$ cat config.mk
export PLATFORM = sky130hd
export DESIGN_NAME = bp_perf_counters
export DESIGN_NICKNAME = d
export VERILOG_FILES = /design/src/rtl/bp_perf_counters.sv
export SDC_FILE = /design/constraint.sdc
export NUM_CORES = 1
export LEC_CHECK = 0
export ABC_CLOCK_PERIOD_IN_PS = 40600
export BUFFER_PORTS_ARGS = -buffer_cell sky130_fd_sc_hd__buf_2
export CAP_MARGIN = 10
export CORE_MARGIN = 10
export CORE_UTILIZATION = 40
export CTS_BUF_LIST = sky130_fd_sc_hd__clkbuf_8
export DETAILED_ROUTE_END_ITERATION = 7
export GPL_TIMING_DRIVEN = 0
export PLACE_DENSITY = 0.6
export SYNTH_ARGS = -nofsm -noshare
export SYNTH_HDL_FRONTEND = slang
export SYNTH_SLANG_ARGS = --single-unit
$ cat constraint.sdc
create_clock -name clk_i -period 40.6 [get_ports clk_i]
set_clock_uncertainty 0.05 [all_clocks]
set_input_delay 8.12 -clock clk_i [delete_from_list [all_inputs] [get_ports clk_i]]
set_output_delay 8.12 -clock clk_i [all_outputs]
set_load 0.05 [all_outputs]
$ cat src/rtl/bp_perf_counters.sv
// Branch-prediction performance counters: cycle, instruction, per-channel branch and
// misprediction counts with optional saturation, fixed-window auto-snapshot and req/ack snapshot.
module bp_perf_counters #(
    parameter int NUM_CH = 2,
    parameter int CNT_W  = 32,
    parameter int WINDOW = 0,
    parameter int SAT    = 1
) (
    input  logic                      clk_i,
    input  logic                      rst_i,
    input  logic                      en_i,
    input  logic                      clear_i,
    input  logic                      instr_valid_i,
    input  logic [NUM_CH-1:0]         br_instr_i,
    input  logic [NUM_CH-1:0]         br_miss_i,
    input  logic                      snap_req_i,
    output logic                      snap_ack_o,
    output logic                      win_done_o,
    output logic                      ovf_o,
    output logic [CNT_W-1:0]          cyc_o,
    output logic [CNT_W-1:0]          instr_o,
    output logic [NUM_CH*CNT_W-1:0]   br_o,
    output logic [NUM_CH*CNT_W-1:0]   miss_o
);

    localparam int WIN_W = (WINDOW > 1) ? $clog2(WINDOW + 1) : 1;
    localparam logic [WIN_W-1:0] WIN_LAST = WIN_W'((WINDOW > 0) ? WINDOW - 1 : 0);

    typedef enum logic {IDLE, RUN} state_t;
    state_t state_q, state_d;

    logic [CNT_W-1:0] cyc_q, instr_q;
    logic [CNT_W-1:0] br_q   [NUM_CH];
    logic [CNT_W-1:0] miss_q [NUM_CH];
    logic [WIN_W-1:0] win_q;

    logic [CNT_W:0] bump_cyc, bump_instr;
    logic [CNT_W:0] bump_br   [NUM_CH];
    logic [CNT_W:0] bump_miss [NUM_CH];

    logic counting, win_hit, snap_take, ovf_evt;

    // Result MSB flags a saturate/wrap event; lower bits are the next counter value.
    function automatic logic [CNT_W:0] bump(input logic [CNT_W-1:0] v, input logic inc);
        if (!inc)
            return {1'b0, v};
        if (&v)
            return (SAT != 0) ? {1'b1, v} : {1'b1, {CNT_W{1'b0}}};
        return {1'b0, v + CNT_W'(1)};
    endfunction

    always_comb begin
        state_d = state_q;
        case (state_q)
            IDLE:    if (en_i)  state_d = RUN;
            RUN:     if (!en_i) state_d = IDLE;
            default: state_d = IDLE;
        endcase
    end

    // The cycle in which en_i rises is already counted, so count on the next-state.
    assign counting  = (state_d == RUN);
    assign win_hit   = (WINDOW > 0) && counting && (win_q == WIN_LAST);
    assign snap_take = snap_req_i && !snap_ack_o;

    always_comb begin
        bump_cyc   = bump(cyc_q, counting);
        bump_instr = bump(instr_q, counting & instr_valid_i);
        ovf_evt    = bump_cyc[CNT_W] | bump_instr[CNT_W];
        for (int c = 0; c < NUM_CH; c++) begin
            bump_br[c]   = bump(br_q[c], counting & br_instr_i[c]);
            bump_miss[c] = bump(miss_q[c], counting & br_instr_i[c] & br_miss_i[c]);
            ovf_evt      = ovf_evt | bump_br[c][CNT_W] | bump_miss[c][CNT_W];
        end
    end

    always_ff @(posedge clk_i or posedge rst_i) begin
        if (rst_i) begin
            state_q    <= IDLE;
            cyc_q      <= '0;
            instr_q    <= '0;
            for (int c = 0; c < NUM_CH; c++) begin
                br_q[c]   <= '0;
                miss_q[c] <= '0;
            end
            win_q      <= '0;
            snap_ack_o <= 1'b0;
            win_done_o <= 1'b0;
            ovf_o      <= 1'b0;
            cyc_o      <= '0;
            instr_o    <= '0;
            br_o       <= '0;
            miss_o     <= '0;
        end else begin
            state_q    <= state_d;
            snap_ack_o <= snap_req_i;
            win_done_o <= win_hit;

            // Snapshots see this cycle's events even when a clear lands in the same cycle.
            if (snap_take || win_hit) begin
                cyc_o   <= bump_cyc[CNT_W-1:0];
                instr_o <= bump_instr[CNT_W-1:0];
                for (int c = 0; c < NUM_CH; c++) begin
                    br_o[c*CNT_W +: CNT_W]   <= bump_br[c][CNT_W-1:0];
                    miss_o[c*CNT_W +: CNT_W] <= bump_miss[c][CNT_W-1:0];
                end
            end

            if (clear_i || win_hit) begin
                cyc_q   <= '0;
                instr_q <= '0;
                for (int c = 0; c < NUM_CH; c++) begin
                    br_q[c]   <= '0;
                    miss_q[c] <= '0;
                end
                win_q   <= '0;
            end else begin
                cyc_q   <= bump_cyc[CNT_W-1:0];
                instr_q <= bump_instr[CNT_W-1:0];
                for (int c = 0; c < NUM_CH; c++) begin
                    br_q[c]   <= bump_br[c][CNT_W-1:0];
                    miss_q[c] <= bump_miss[c][CNT_W-1:0];
                end
                if (counting)
                    win_q <= win_q + WIN_W'(1);
            end

            if (clear_i)
                ovf_o <= 1'b0;
            else if (ovf_evt)
                ovf_o <= 1'b1;
        end
    end

endmodule

Yosys cells after proc, flatten, opt, wreduce, memory -nomap -nowiden:

Index checks and enable logic that the tools add are counted.

* output and inout bits: 195
* word-level logic and storage cells: 80
* input port bits: 10
* latch bits: 0
* RAM bits: 0
* memory bits (read-only): 0
* register bits after elaboration: 386
* memories kept: 0

* shift operators: 0
* magnitude comparators: 0
* div/mod/pow operators: 0
* eq/ne operators: 0
* add/sub/neg operators: 6
* $mul: 0
* reductions and logical operators: 9
* bitwise logic cells: 10
* mux-type cells: 43

Operator list (number)
* 2-to-1 mux 33 bit: 24
* adder 32 x 1 -> 32 bit (second input constant): 6
* AND reduction 32 bit: 6
* 2-to-1 mux 64 bit: 2
* 2-to-1 mux 32 bit: 2
* 2-to-1 mux 1 bit: 15
* AND 1 bit: 5
* OR 1 bit: 5
* nonzero test 2 bit: 1
* logical AND 1 bit: 1
* zero test 1 bit: 1

Depth between registers and ports, before layout:

* depth after elaboration: 13
* mapped depth: 9
* gate-level depth less buffers: 6

Least setup slack after synthesis:

Ideal clock, no wire load.

* path kind: input-to-reg
* from: input port br_miss_i[0]
* to: register miss_o[30]
* required time: 40.468 ns
* setup slack: 30.809 ns
* buffers on the path: 2
* setup time: 0.082 ns
* arrival: 9.659 ns
* cell stages on the path: 7
* path through: and3_1 clkbuf_1 nand2_1 or3_1 clkbuf_1 or4_1 a31oi_1

* cells in the longest elaborated chain, start to end: 2

RTL lines
* from (decl): line 15 `input logic [NUM_CH-1:0] br_miss_i,`
* AND 1 bit: line 72 `bump_miss[c] = bump(miss_q[c], counting & br_instr_i[c] & br_miss_i[c]);`
* 2-to-1 mux 33 bit: line 47 `if (&v)`
* to (signal, indexed assignment): line 105 `miss_o[c*CNT_W +: CNT_W] <= bump_miss[c][CNT_W-1:0];`
* to (decl): line 23 `output logic [NUM_CH*CNT_W-1:0] miss_o`

No other way between the ends.
A chain may end at the register's enable or synchronous reset.

Worst setup path in the final report:

* from: input port snap_req_i
* to: register miss_o[1]

* cells in the longest elaborated chain, start to end: 1

RTL lines
* from (decl): line 16 `input logic snap_req_i,`
* logical AND 1 bit: line 64 `assign snap_take = snap_req_i && !snap_ack_o;`

No other way between the ends.

==> run_results.csv <==
group,metric,value,unit
outcome,run_status,"finished clean",
synth,syn_nets,1834,
timing,timing.final.ws_setup,30.41,ns
floorplanning,core,43400,µm²
floorplanning,start_util,40.7,%
cells_and_area,layout_common_cells,"dfrtp_1, buf_2, nor2_1",
clock_tree,cts_tree,"built",
floorplanning,fp.dieH,230,µm
cells_and_area,layout-drive-gt1-share,15.8,%
timing,worst_pin_slew,1.04,ns
worst_setup_path,cp.arrival,10.59,ns
floorplanning,rows,76,
synth,yosys_warnings,0,
clock_tree,cts_resized,0,
place,dpl.hpwl,38300,µm
synth,synth_edf_count,0,
power_and_ir_drop,finalPower,889,µW
timing,max_freq,0.0981,GHz
grt,grt_pass1_vias,15200,
grt,top_usage_layer,"met2",
place,gp_congestion,0.863,
worst_setup_path,critPathCaptureType,"flip-flop",
timing,rsz0062_at_grt,"false",
worst_hold_path,hp-class,"reg -> reg",
synth,yosysTopAreaCell,"dfrtp_1",
timing,min_period,10.19,ns
route,wl,53500,µm
job,drv_cap,0,
place,dp.cells,2608,
route,ant_nets,0,
timing,max-slew-margin-rel,30.0,%
grt,grt_use_met3,5.28,%
clock_tree,clock_path_buffers,3,
clock_tree,clkSinkCount,386,
timing,slew_viol_final,0,
power_and_ir_drop,ir_worst_vdd,0.0000233,V
worst_setup_path,path_class,"in -> reg",
worst_setup_path,worst-path-max-fanout,10,
grt,use_met2,31.6,%
cells_and_area,layout_commonest_cell,"dfrtp_1",
clock_tree,clk_latency,0.62,ns
timing,finalSetupViolCount,0,
grt,grt_max_degree,127,
route,drc,0,
worst_setup_path,cp.required,41.00,ns
synth,ys.flop_type,"dfrtp_1",
worst_setup_path,critPathLaunchType,"input port",
route,firstDrtPassIters,5,
place,pre_cts_ws,29.70,ns
grt,grt_overflow,0,
place,portBuffers,202,
clock_tree,post_cts_buffers,0,
worst_setup_path,crit_start,"snap_req_i",
grt,antenna_found_initial,1,
timing,hold_slack,0.428,ns
cells_and_area,multiInputGateArea,7460,µm²
place,place_area,19500,µm²
floorplanning,die_w,230,µm
cells_and_area,nFillCells,4212,
clock_tree,clock_tree.root_cell,"clkbuf_8",
synth,avgSynthCellArea,9.70,µm²
timing,final_hold_viol_count,0,
floorplanning,dieArea,52900,µm²
floorplanning,ioPinCount,205,
power_and_ir_drop,p_per_area,42.7,nW/µm²
cells_and_area,final_util,48.0,%
route,drt-wirelength-per-cell,19.7,µm
grt,met1_usage,26.3,%
worst_setup_path,reg2regPathDepth,5,
synth,syn_area,17600,µm²
synth,synthTopCellsByArea,"dfrtp_1, o21ai_0, nor2_1",
grt,grt_first_pass_wirelength,84900,µm
timing,fin_crit_sh,25.1,%
route,drt-initial-drc-count,1141,
synth,ys_types,59,
cells_and_area,num_antenna_cells,0,
route,vias,15300,
timing,setup_tns,0,ns
worst_hold_path,hold_start,"br_o[34]",
power_and_ir_drop,leakage,8.69,nW
cells_and_area,stdcell_area,20800,µm²
cells_and_area,fin_nets,2110,
cells_and_area,final_cells,2720,
worst_setup_path,r2r_slack,37.64,ns
synth,synth-seq-area-share,54.8,%
worst_setup_path,r2r_start,"snap_ack_o",
synth,async_flop_share,100,%
clock_tree,clkTransAtPathRegs,0.07,ns
route,vias_per_cell,5.62,
synth,ys_ff_latch,386,
cells_and_area,regArea,9660,µm²
clock_tree,cts_made_buffers,69,
grt,track_usage,19.9,%
synth,synth_top_cell_area_share,54.8,%
worst_hold_path,hold_depth,2,
clock_tree,postCtsHoldBufs,0,
synth,syn-instance-count,1818,
cells_and_area,area_growth,18.0,%
clock_tree,htree_levels,3,
sequential cells by signal (all words and copies together) (netlist names):
register	cells
snap_ack_o	1
br_o	64
cyc_q	32
instr_o	32
miss_q	64
ovf_o	1
instr_q	32
miss_o	64
cyc_o	32
br_q	64
power by group:
group          internal (mW)  switching (mW)
registers              0.400         0.00999
logic                 0.0214          0.0900
clock network          0.205           0.163
total                  0.626           0.263
per-layer routing:
metal  routed length [µm]  vias up
met5                    0        -
met4                  970        0
met3                 3810       71
met2                24800      383
met1                23900     7565
li1                     -     7279
path summary, 6_finish.rpt:
kind                              end
max                         miss_o[1]
min                          br_o[34]
max reg2reg                 miss_o[1]
min reg2reg                  br_o[34]
max in group asynchronous  instr_q[4]
min in group asynchronous   miss_o[6]
layout make-up:
cell class,instances,area share (%)
tap,585,3.52
sequential,386,46.4
inverter,19,0.379
timing repair buffer,205,5.26
clock inverter,31,1.09
multi-input combinational,1304,35.9
clock buffer,81,5.36
buffer,109,2.10
critical path, stage by stage:
cell	delay, ns
buf_2	0.09
nor2b_1	0.13
clkbuf_1	0.62
clkbuf_1	0.70
clkbuf_1	0.73
a31oi_1	0.18
cell families after synthesis:
kind of cell               count (synthesis)  share of synthesized area (%)
muxes                                      5                          0.284
and+or+nand+nor                          733                           21.3
buffers and inverters                    128                           2.89
adders and majority gates                  6                          0.426
DFF                                      386                           54.8
xor gates and xnor gates                  73                           3.63
other                                      1                         0.0213
AOI/OAI and AO/OA                        486                           16.6
cells in the mapped netlist, drive strengths merged (9+ instances only):
cell       n
dfrtp    386
nor2     209
o21ai    165
nand2    153
a21oi    114
a31oi    114
clkbuf    94
or3       84
nand3     70
nand4     63
xnor2     55
or4       35
o31ai     34
and4      28
and3      25
nor4      22
inv       19
xor2      18
buf       15
a2111oi   13
nor3      13
a211oi    11
and2       9
o311ai     9
No activity file was read; power rests on OpenSTA's default activity.
